## config.mk

```make
export PLATFORM = sky130hd
export DESIGN_NAME = seg7_scan_reader_flat
export DESIGN_NICKNAME = d
export VERILOG_FILES = /design/src/rtl/seg7_scan_reader_if.sv /design/src/rtl/seg7_scan_reader.sv /design/src/flat_wrapper.sv
export SDC_FILE = /design/constraint.sdc
export NUM_CORES = 1
export LEC_CHECK = 0
export CAP_MARGIN = 20
export CORE_UTILIZATION = 40
export CTS_CLUSTER_DIAMETER = 30
export DETAILED_ROUTE_END_ITERATION = 16
export PLACE_DENSITY_LB_ADDON = 0.25
export SKIP_CTS_REPAIR_TIMING = 1
export SLEW_MARGIN = 20
export SYNTH_ARGS = -nofsm -noshare
export SYNTH_HDL_FRONTEND = slang
export SYNTH_SLANG_ARGS = --single-unit
```

## constraint.sdc

```tcl
create_clock -name clk -period 2.3 [get_ports clk]
set_clock_uncertainty 0.15 [all_clocks]
set_input_delay 0.69 -clock clk [delete_from_list [all_inputs] [get_ports clk]]
set_output_delay 0.69 -clock clk [all_outputs]
set_load 0.05 [all_outputs]
```

## src/rtl/seg7_scan_reader_if.sv

```systemverilog
// Bus between a scanned seven-segment display tap and the scan reader.
// Slave side is the reader; master side drives segments/strobes and consumes frames.
interface seg7_scan_reader_if;
    localparam int unsigned SEG_W = 7;
    localparam int unsigned DIG_N = 4;

    logic [SEG_W-1:0]   seg_in;
    logic [DIG_N-1:0]   dig_en;
    logic               out_ready;
    logic [4*DIG_N-1:0] digits;
    logic               out_valid;
    logic               frame_err;
    logic               overrun;

    modport master (
        output seg_in, dig_en, out_ready,
        input  digits, out_valid, frame_err, overrun
    );

    modport slave (
        input  seg_in, dig_en, out_ready,
        output digits, out_valid, frame_err, overrun
    );
endinterface

```

## src/rtl/seg7_scan_reader.sv

```systemverilog
// Seven-segment scan reader: debounces a multiplexed 4-digit display and emits decoded frames.
// Optional feature macro SEG7_BLANK_ACCEPT_EN: an all-dark digit is legal and decodes to 4'hF.
module seg7_scan_reader #(
    parameter int unsigned STABLE_CYCLES = 4
) (
    input  logic              clk,
    input  logic              rst_n,
    seg7_scan_reader_if.slave bus
);
    localparam int unsigned SEG_W = 7;
    localparam int unsigned DIG_N = 4;
    localparam int unsigned CNT_W = 8;
    localparam logic [CNT_W-1:0] CNT_MAX = CNT_W'(STABLE_CYCLES);

    typedef enum logic [1:0] {IDLE, SETTLE, HELD} state_t;

    state_t             state_q, state_d;
    logic [CNT_W-1:0]   cnt_q, cnt_d;
    logic [DIG_N-1:0]   ref_en_q, ref_en_d;
    logic [SEG_W-1:0]   ref_seg_q, ref_seg_d;
    logic [DIG_N-1:0]   fill_q, fill_d;
    logic [DIG_N-1:0]   err_buf_q, err_buf_d;
    logic [4*DIG_N-1:0] buf_q, buf_d;
    logic [4*DIG_N-1:0] digits_q, digits_d;
    logic               out_valid_q, out_valid_d;
    logic               frame_err_q, frame_err_d;
    logic               overrun_q, overrun_d;

    logic               one_hot_c;
    logic               same_c;
    logic               capture_c;
    logic [4:0]         dec_c;

    // Returns {illegal, value}.
    function automatic logic [4:0] decode(input logic [SEG_W-1:0] seg);
        case (seg)
            7'b1111110: decode = {1'b0, 4'd0};
            7'b0110000: decode = {1'b0, 4'd1};
            7'b1101101: decode = {1'b0, 4'd2};
            7'b1111001: decode = {1'b0, 4'd3};
            7'b0110011: decode = {1'b0, 4'd4};
            7'b1011011: decode = {1'b0, 4'd5};
            7'b1011111: decode = {1'b0, 4'd6};
            7'b1110000: decode = {1'b0, 4'd7};
            7'b1111111: decode = {1'b0, 4'd8};
            7'b1111011: decode = {1'b0, 4'd9};
`ifdef SEG7_BLANK_ACCEPT_EN
            7'b0000000: decode = {1'b0, 4'hF};
`endif
            default:    decode = {1'b1, 4'hE};
        endcase
    endfunction

    assign one_hot_c = $onehot(bus.dig_en);
    assign same_c    = (bus.dig_en == ref_en_q) && (bus.seg_in == ref_seg_q);
    assign dec_c     = decode(ref_seg_q);

    always_comb begin
        state_d     = state_q;
        cnt_d       = cnt_q;
        ref_en_d    = ref_en_q;
        ref_seg_d   = ref_seg_q;
        fill_d      = fill_q;
        err_buf_d   = err_buf_q;
        buf_d       = buf_q;
        digits_d    = digits_q;
        out_valid_d = out_valid_q;
        frame_err_d = frame_err_q;
        overrun_d   = overrun_q;
        capture_c   = 1'b0;

        // Stability tracking: any change of strobe or segments restarts the count.
        case (state_q)
            IDLE: begin
                if (one_hot_c) begin
                    ref_en_d  = bus.dig_en;
                    ref_seg_d = bus.seg_in;
                    cnt_d     = CNT_W'(1);
                    state_d   = SETTLE;
                end else begin
                    cnt_d = '0;
                end
            end
            SETTLE, HELD: begin
                if (!same_c) begin
                    if (one_hot_c) begin
                        ref_en_d  = bus.dig_en;
                        ref_seg_d = bus.seg_in;
                        cnt_d     = CNT_W'(1);
                        state_d   = SETTLE;
                    end else begin
                        cnt_d   = '0;
                        state_d = IDLE;
                    end
                end else if (state_q == SETTLE) begin
                    cnt_d = (cnt_q < CNT_MAX) ? cnt_q + CNT_W'(1) : cnt_q;
                    if (cnt_d == CNT_MAX) begin
                        capture_c = 1'b1;
                        state_d   = HELD;
                    end
                end
            end
            default: begin
                cnt_d   = '0;
                state_d = IDLE;
            end
        endcase

        // A full fill mask is presented one edge after the last capture, or dropped if blocked.
        if (fill_q == '1) begin
            fill_d = '0;
            if (!out_valid_q || bus.out_ready) begin
                digits_d    = buf_q;
                frame_err_d = |err_buf_q;
                out_valid_d = 1'b1;
                overrun_d   = 1'b0;
            end else begin
                overrun_d = 1'b1;
            end
        end else if (out_valid_q && bus.out_ready) begin
            out_valid_d = 1'b0;
            overrun_d   = 1'b0;
        end

        if (capture_c) begin
            for (int i = 0; i < int'(DIG_N); i++) begin
                if (ref_en_q[i]) begin
                    buf_d[4*i +: 4] = dec_c[3:0];
                    err_buf_d[i]    = dec_c[4];
                end
            end
            fill_d = fill_d | ref_en_q;
        end
    end

    always_ff @(posedge clk or negedge rst_n) begin
        if (!rst_n) begin
            state_q     <= IDLE;
            cnt_q       <= '0;
            ref_en_q    <= '0;
            ref_seg_q   <= '0;
            fill_q      <= '0;
            err_buf_q   <= '0;
            buf_q       <= '0;
            digits_q    <= '0;
            out_valid_q <= 1'b0;
            frame_err_q <= 1'b0;
            overrun_q   <= 1'b0;
        end else begin
            state_q     <= state_d;
            cnt_q       <= cnt_d;
            ref_en_q    <= ref_en_d;
            ref_seg_q   <= ref_seg_d;
            fill_q      <= fill_d;
            err_buf_q   <= err_buf_d;
            buf_q       <= buf_d;
            digits_q    <= digits_d;
            out_valid_q <= out_valid_d;
            frame_err_q <= frame_err_d;
            overrun_q   <= overrun_d;
        end
    end

    assign bus.digits    = digits_q;
    assign bus.out_valid = out_valid_q;
    assign bus.frame_err = frame_err_q;
    assign bus.overrun   = overrun_q;
endmodule

```

## src/flat_wrapper.sv

```systemverilog
// flat-port wrapper written by rule: the top's interface ports become plain ports
module seg7_scan_reader_flat 
#(
    parameter int unsigned STABLE_CYCLES = 4
)
  (clk, rst_n, bus_seg_in, bus_dig_en, bus_out_ready, bus_digits, bus_out_valid, bus_frame_err, bus_overrun);
  seg7_scan_reader_if bus_i ();
  input  logic clk;
  input  logic rst_n;
  input wire logic [$bits(bus_i.seg_in)-1:0] bus_seg_in;
  input wire logic [$bits(bus_i.dig_en)-1:0] bus_dig_en;
  input wire logic [$bits(bus_i.out_ready)-1:0] bus_out_ready;
  output wire logic [$bits(bus_i.digits)-1:0] bus_digits;
  output wire logic [$bits(bus_i.out_valid)-1:0] bus_out_valid;
  output wire logic [$bits(bus_i.frame_err)-1:0] bus_frame_err;
  output wire logic [$bits(bus_i.overrun)-1:0] bus_overrun;
  assign bus_i.seg_in = bus_seg_in;
  assign bus_i.dig_en = bus_dig_en;
  assign bus_i.out_ready = bus_out_ready;
  assign bus_digits = bus_i.digits;
  assign bus_out_valid = bus_i.out_valid;
  assign bus_frame_err = bus_i.frame_err;
  assign bus_overrun = bus_i.overrun;
  seg7_scan_reader #(.STABLE_CYCLES(STABLE_CYCLES)) u_core (.clk(clk), .rst_n(rst_n), .bus(bus_i));
endmodule
```

Word level (Yosys, flattened, before mapping)
Index checks and enable logic that the tools add are counted.
{ "totals": {"in_bits": 14, "elab_cells": 91, "out_inout_bits": 19, "regBits": 64} }
{ "op_classes": {"n_reduce_logical": 17, "bitwise_logic": 1, "n_eq_ne": 22, "magnitude_cmp": 1, "n_mux": 29, "add_sub_neg": 4} }
{ "ops": {"columns": ["op", "n"], "rows": [
  ["== test 7 bit (second input constant)", 8],
  ["case mux 5 bit (10 select lines)", 1],
  ["2-to-1 mux 8 bit", 3],
  ["2-to-1 mux 4 bit", 4],
  ["case mux 8 bit (2 select lines)", 1],
  ["== test 7 x 6 -> 1 bit (second input constant)", 2],
  ["2-to-1 mux 7 bit", 2],
  ["case mux 7 bit (2 select lines)", 1],
  ["AND reduction 2 bit", 7],
  ["2-to-1 mux 1 bit", 11],
  ["adder 8 x 1 -> 8 bit (second input constant)", 1],
  ["== test 8 x 3 -> 1 bit (second input constant)", 1],
  ["less-than comparator 8 x 3 -> 1 bit (second input constant)", 1],
  ["2-to-1 mux 2 bit", 4],
  ["case mux 4 bit (2 select lines)", 1],
  ["== test 7 bit", 1],
  ["inequality test 3 bit (second input constant)", 2],
  ["adder 1 x 1 -> 2 bit", 2],
  ["== test 4 bit", 1],
  ["== test 4 bit (second input constant)", 1],
  ["inequality test 2 bit (second input constant)", 2],
  ["OR 4 bit", 1],
  ["case mux 2 bit (2 select lines)", 1],
  ["nonzero test 2 bit", 2],
  ["12 further kinds", 13]
]} }

Logic depth before layout (Yosys ltp)
Gate-level depths: netlist of the first run.
{ "logic_depth": {"word_depth": 8, "ltp_mapped": 8, "ltp_nobuf": 7} }

Worst setup path after synthesis of the first run
No wires, ideal clock.
{ "synth_timing": {"path_kind": "input to register", "start": "input bus_dig_en[0]", "end": "register u_core.ref_en_q[0]", "arrival_time_ns": 2.671, "stages": 8, "t_required_ns": 2.025, "setup_slack_ns": -0.645, "path_buffers": 1, "cell_sequence": "ha_1 ha_1 fa_1 nor3b_1 o21a_1 o21ai_1 buf_2 mux2_2"} }
{ "synth_via": {"elab_chain_len": 6, "elab_cells_between_ends": 10} }
{ "synth_lines": {"columns": ["element", "line_no", "text"], "rows": [
  ["start, declared", "flat_wrapper.sv:11", "input wire logic [$bits(bus_i.dig_en)-1:0] bus_dig_en;"],
  ["adder 1 x 1 -> 2 bit (implied by the code)", "seg7_scan_reader.sv:54", "assign one_hot_c = $onehot(bus.dig_en);"],
  ["adder 3 bit (implied by the code)", "seg7_scan_reader.sv:54", null],
  ["== test 3 x 1 -> 1 bit", "seg7_scan_reader.sv:54", null],
  ["2-to-1 mux 4 bit", "seg7_scan_reader.sv:75, seg7_scan_reader.sv:86", null],
  ["2-to-1 mux 4 bit", "seg7_scan_reader.sv:85", "if (!same_c) begin"],
  ["case mux 4 bit (2 select lines)", "seg7_scan_reader.sv:73", "case (state_q)"],
  ["end signal, assigned", "seg7_scan_reader.sv:152", "ref_en_q <= ref_en_d;"],
  ["end, declared", "seg7_scan_reader.sv:19", "logic [DIG_N-1:0] ref_en_q, ref_en_d;"]
]} }
Parallel ways exist; a longest one is shown, timed or not. The select of a mux whose other input is x is not followed.
A chain may end at the register's enable or synchronous reset.

Worst setup path in the final report of the first run
{ "layout_timing": {"start": "register u_core.cnt_q[0]", "end": "register u_core.buf_q[1]"} }
{ "layout_via": {"elab_chain_len": 8, "elab_cells_between_ends": 9} }
{ "layout_lines": {"columns": ["element", "line_no", "text"], "rows": [
  ["start, declared", "seg7_scan_reader.sv:18", "logic [CNT_W-1:0] cnt_q, cnt_d;"],
  ["start signal, assigned", "seg7_scan_reader.sv:151", "cnt_q <= cnt_d;"],
  ["adder 8 x 1 -> 8 bit or less-than comparator 8 x 3 -> 1 bit (tied branches)", "seg7_scan_reader.sv:96", "cnt_d = (cnt_q < CNT_MAX) ? cnt_q + CNT_W'(1) : cnt_q;"],
  ["2-to-1 mux 8 bit *", "seg7_scan_reader.sv:96", null],
  ["== test 8 x 3 -> 1 bit *", "seg7_scan_reader.sv:97", "if (cnt_d == CNT_MAX) begin"],
  ["2-to-1 mux 1 bit *", "seg7_scan_reader.sv:97", null],
  ["2-to-1 mux 1 bit *", "seg7_scan_reader.sv:95", "end else if (state_q == SETTLE) begin"],
  ["2-to-1 mux 1 bit *", "seg7_scan_reader.sv:85", null],
  ["2-to-1 mux 1 bit *", "seg7_scan_reader.sv:73", null],
  ["AND reduction 2 bit (no source line) *", null, null],
  ["end signal, assigned", "seg7_scan_reader.sv:156", "buf_q <= buf_d;"],
  ["end, declared", "seg7_scan_reader.sv:23", "logic [4*DIG_N-1:0] buf_q, buf_d;"]
]} }
Every way passes the cells marked *; elsewhere a longest branch is shown, timed or not.

==> metrics.cfg, run 1 <==
[critical_path]
worstPathArrival_ns=2.65
crit_path_max_incr_delay_ns=0.48
path_delay_family=simple AND/OR/NAND/NOR gates
cp.depth=7
worstPathCellList=ha_4 -> or4bb_1 -> a211o_1 -> nor3_4 -> buf_12 -> nand3_4 -> mux2_2
end_kind=register
required_ns=2.37
path_class=reg2reg
startpoint_type=register
cp_max_fo=6
crit_slowest_cell=or4bb_1
cp_num_buf_inv=1
reg2regPathDepth=7

[timing]
rsz0062_at_grt=yes
fmax_mhz=387
relSlewSlack=0.584
finalHoldViolCount=0
setup_viol=36
setup_ws_ns=-0.281
final.min_clock_period_ns=2.58
slew_violations=0
worst_pin_slew_ns=0.618
period_share=1.12

[global_routing]
overflow=0
grt_pass1_wl_mm=9.65
grt_pass1_vias=2062
grt_max_degree=65
antenna_found_initial=0
grt_usage=0.162

[detailed_routing]
routed_wl_mm=5.73
drtIter0Drc=50
wl_per_cell_um=13.6
drt_pass1_iterations=4
route.met2.wl_mm=2.72
drc_errors=0
vias=2090
met3_length_um=198
vias_per_cell=4.98
wl_met1_mm=2.76
top_layer_used=met4
antenna_left=0

[cts]
numCtsBuffers=9
cts.sinks=64
htreeDepth=3
clock_latency_ns=0.34
cts.clk_slew.worst_paths_ns=0.07
tritoncts=done
cts_root_buf=clkbuf_8
clockBufferDepth=2

[synth]
ys_top_cells_by_area=dfrtp_1 53%, mux2_2 18%, xnor2_1 3.5%
synth.most_common_cell=dfrtp_1
synthCells=245
postSynthAreaPerCell_um2=12.3
synthMuxAreaShare=0.182
syn_nets=268
netlist.area_leader.share=0.531
ys.warnings.count=0
synth_common_cells=64 x dfrtp_1, 47 x mux2_2, 13 x nand2_1, 12 x xnor2_1, 10 x inv_1
synth-simple-area-share=0.124
async_reset_ff_frac=1.00
synth_compound_area_frac=0.0630
synth_fa_ha_area_frac=0.0398
synthXorXnorAreaFrac=0.0348
synth_edf_count=0
yosysTopAreaCell=dfrtp_1
seq_area_frac_synth=0.531
synthFlopType=dfrtp_1
synth_seq_cells=64
ys_types=43
syn_area_um2=3020
synth_top_family_by_area=multiplexers

[cells_and_area]
fin_area_um2=4060
nets=339
diodes=0
area_growth_pct=34.4
final_util=0.556
drive_above_1_share=0.436

[placed_design]
place_congestion=0.760
io_buffers=32
postPlaceCellArea_um2=3690
hpwl_mm=3.94

[power_and_ir_drop]
p_leak_nw=1.98
peakVddDrop_mv=0.477
power_density_nw_per_um2=847

[die]
io_pins=33
core_um2=7290
start_util=0.414
std_cell_rows=31
dieArea_um2=7900
die_height_um=88.9
die_w_um=88.9

[run]
cap_violations=0

[min_path]
hold_path.class=in2async

[run_status]
violations=setup timing
status=finished with violations

==> state kept, by name, indices dropped and copies added, names as in the netlist, 2 cells and up <==
signal             cells
u_core.buf_q          16
u_core.bus.digits     16
u_core.cnt_q           8
u_core.err_buf_q       4
u_core.fill_q          4
u_core.ref_en_q        4
u_core.ref_seg_q       7
u_core.state_q         2
==> worst paths after layout <==
path / from / slack (ns) / endpoint
max in group asynchronous: rst_n / 1.51 / u_core.bus.digits[11]
worst max register to register: u_core.cnt_q[0] / -0.28 / u_core.buf_q[1]
worst max-delay path: u_core.cnt_q[0] / -0.28 / u_core.buf_q[1]
min in group clk: u_core.fill_q[2] / 0.33 / u_core.fill_q[2]
worst min register to register: u_core.fill_q[2] / 0.33 / u_core.fill_q[2]
worst min-delay path: rst_n / 0.20 / u_core.bus.digits[10]
==> logic make-up after synthesis <==
kind of cell             Yosys count
AO/OA/AOI/OAI                     30
AND/OR/NAND/NOR                   62
multiplexers                      49
adder cells (fa/ha/maj)            9
flip-flops                        64
XOR/XNOR                          12
buffers and inverters             19
==> placed cells by master, fill, tap and decap left out, drive strengths merged, types with 2 or more instances in the layout <==
| cell type | instances |
|---|---|
| dfrtp | 64 |
| buf | 60 |
| mux2 | 47 |
| nand2 | 13 |
| xnor2 | 12 |
| inv | 11 |
| clkbuf | 10 |
| nand3 | 9 |
| a21oi | 8 |
| ha | 8 |
| o21ai | 7 |
| and2 | 6 |
| dlymetal6s2s | 6 |
| nand4 | 5 |
| nor2 | 4 |
| nor3 | 4 |
| nor3b | 4 |
| nor2b | 3 |
| a31oi | 3 |
| or3 | 3 |
| clkinv | 3 |
| a211o | 2 |
| and3b | 2 |
| o211ai | 2 |
| nor4 | 2 |
| mux2i | 2 |
| bufinv | 2 |
| clkdlybuf4s50 | 2 |
==> area by class of cell <==
class,instances,area [µm²]
Clock buffer,9,124
Clock inverter,7,95.1
Fill cell,671,3240
Inverter,10,37.5
Multi-Input combinational cell,162,1460
Sequential cell,64,1600
Tap cell,99,124
Timing Repair Buffer,69,614
==> worst register-to-register path, cell delays in order (launching register included) <==
cell	delay [ns]
dfrtp_1	0.41
ha_4	0.25
or4bb_1	0.48
a211o_1	0.36
nor3_4	0.23
buf_12	0.15
nand3_4	0.14
mux2_2	0.30
==> metrics by stage <==
stage | hold slack, ns | worst slack, ns | setup TNS, ns | power [mW] | instances
6_report | 0.203 | -0.281 | -7.72 | 3.43 | 420
5_1_grt | 0.221 | -0.369 | -10.69 | 3.65 | 420
4_1_cts | 0.213 | -0.603 | -15.47 | 3.41 | 416
3_5_place_dp | 0.309 | -0.974 | -31.78 | 2.32 | 400
3_3_place_gp | 0.302 | -0.884 | -30.56 | 2.30 | 400
2_1_floorplan | 0.244 | -0.442 | -7.35 | 1.99 | 245
==> power breakdown <==
part	internal [mW]	leakage, nW	switching (mW)
logic	0.511	1.00	0.482
clock network	0.612	0.110	0.458
registers	1.24	0.864	0.129
total	2.37	1.98	1.07
==> routing by layer <==
layer  track usage  vias up
met5             0        -
met1         0.214     1020
met3        0.0438        5
met2         0.255       39
li1              -     1026
met4        0.0616        0
No activity file was read; power rests on OpenSTA's default activity.
==> run 2, diff against run 1 <==
Settings changed: CORE_ASPECT_RATIO set to 0.75.
==> metrics.cfg, run 2 (synthesis results as in run 1) <==
[run_status]
status=finished with violations
violations=setup timing

[placed_design]
hpwl_mm=4.10  ; +4.2%
place_inst=407  ; +1.8%
dp_slack_ns=-0.979  ; -0.00495 ns
place_congestion=0.805  ; +6.0%
io_buffers=32  ; unchanged

[timing]
slew_violations=0  ; unchanged
final.min_clock_period_ns=2.63  ; +0.0506 ns
setup_viol=37  ; +2.8%
relSlewSlack=0.714  ; +0.130
finalHoldViolCount=0  ; unchanged
rsz0062_at_grt=yes
period_share=1.14  ; +0.0220
fmax_mhz=380  ; -1.9%
setup_tns_ns=-10.21  ; -2.49 ns
setup_ws_ns=-0.331  ; -0.0506 ns
worst_pin_slew_ns=0.426  ; -0.191 ns

[global_routing]
grt_max_degree=65  ; unchanged
grt_pass1_wl_mm=9.82  ; +1.8%
grt_pass1_vias=2002  ; -2.9%
grt_usage=0.165  ; +0.00247
overflow=0  ; unchanged
antenna_found_initial=0  ; unchanged

[die]
start_util=0.412  ; -0.00219
io_pins=33  ; unchanged
dieArea_um2=7900  ; about the same
core_um2=7330  ; +0.53%
die_w_um=102  ; +15%
die_height_um=77.2  ; -13%
std_cell_rows=27  ; -13%

[power_and_ir_drop]
swShare=0.316  ; +0.00519
p_leak_nw=1.98  ; +0.32%
p_int_mw=2.28  ; -3.6%
power_density_nw_per_um2=826  ; -2.5%
power_frac_seq=0.412  ; +0.012
switchingPower_mw=1.05  ; -1.3%
finalPower_mw=3.34  ; -2.9%
pwr-share-clk=0.287  ; -0.024
power_frac_comb=0.300  ; +0.011
peakVddDrop_mv=0.562  ; +18%

[detailed_routing]
routed_wl_mm=5.97  ; +4.2%
vias=2131  ; +2.0%
drt_pass1_iterations=4  ; unchanged
vias_per_cell=5.00  ; +0.53%
drc_errors=0  ; unchanged
drtIter0Drc=65  ; +30%
wl_per_cell_um=14.0  ; +2.7%
antenna_left=0  ; unchanged

[cells_and_area]
nets=343  ; +1.2%
diodes=0  ; unchanged
area_growth_pct=33.8
drive_above_1_share=0.440  ; +0.00386
final_cell_mix=64 x dfrtp_1, 54 x buf_4, 46 x mux2_2, 12 x xnor2_1, 11 x nand2_1
instances_no_fill=426  ; +1.4%
fillCellCount=634  ; -5.5%
final_common_cell=dfrtp_1

[critical_path]
cp_max_fo=6  ; unchanged
startpoint_type=register
end_kind=register
rr_endpoint=u_core.buf_q[3]
reg2reg_from=u_core.cnt_q[1]
path_class=reg2reg
worstPathArrival_ns=2.70  ; +0.05 ns
reg2reg_setup_slack_ns=-0.33  ; -0.05 ns
required_ns=2.37  ; about the same
reg2regPathDepth=7  ; unchanged

[cts]
cts.sinks=64  ; unchanged
numCtsBuffers=9  ; unchanged
cts.clk_slew.worst_paths_ns=0.07  ; about the same
clockBufferDepth=2  ; unchanged
cts_root_buf=clkbuf_8
clock_latency_ns=0.33  ; about the same
htreeDepth=3  ; unchanged
tritoncts=done

[run]
cap_violations=0  ; unchanged

[min_path]
hold_path.class=in2async

run 2: layout make-up:
cell class	count	area [µm²]	area share
sequential	64	1600	0.397
clock buffer	11	141	0.0350
multi-input combinational	162	1460	0.362
tap	101	126	0.0313
inverter	10	37.5	0.00930
timing repair buffer	73	614	0.152
clock inverter	5	56.3	0.0139
run 2: metal layers:
layer  vias to the layer above  track usage  share of wire
met5                         -            0              0
met4                         0       0.0486          0.011
met3                         9       0.0593          0.037
met2                        37        0.213           0.42
met1                      1046        0.252           0.53
li1                       1039            -              -
run 2: worst max-delay path, cell delays in order (launching register included):
cell and delay (ns):
dfrtp_1 0.39, ha_1 0.29, or4bb_1 0.50, a211o_1 0.37, nor3_4 0.21, buf_6 0.17, nand3_4 0.13, mux2_2 0.30
run 2: through the flow:
stage / instance area [µm²] / util / hold WS, ns
after floorplan: 3080 / - / 0.244
after global placement: 3730 / 0.508 / 0.304
after detailed placement: 3730 / 0.508 / 0.310
after CTS: 3930 / 0.535 / 0.217
after global routing: 4040 / 0.551 / 0.208
final: 4040 / 0.551 / 0.192
run 2: power groups by stage:
stage | clock [mW] | combinational [mW] | sequential (mW)
floorplan | 0 | 0.635 | 1.35
CTS | 0.985 | 0.972 | 1.36
finish | 0.959 | 1.00 | 1.38
global placement | 0 | 0.956 | 1.38
detailed placement | 0 | 0.967 | 1.38
global route | 1.05 | 1.11 | 1.40
run 2: how the worst max path moves through the flow:
stage          slack, ns                  end       startpoint  cells past startpoint
5_1_grt            -0.43      u_core.buf_q[3]  u_core.cnt_q[1]                      7
6_report           -0.33      u_core.buf_q[3]  u_core.cnt_q[1]                      7
2_1_floorplan      -0.44   u_core.ref_en_q[0]    bus_dig_en[2]                      8
3_5_place_dp       -0.98   u_core.ref_en_q[3]    bus_dig_en[2]                      9
4_1_cts            -0.62   u_core.ref_en_q[3]    bus_dig_en[2]                      9
3_3_place_gp       -0.88  u_core.ref_seg_q[4]    bus_dig_en[2]                      9
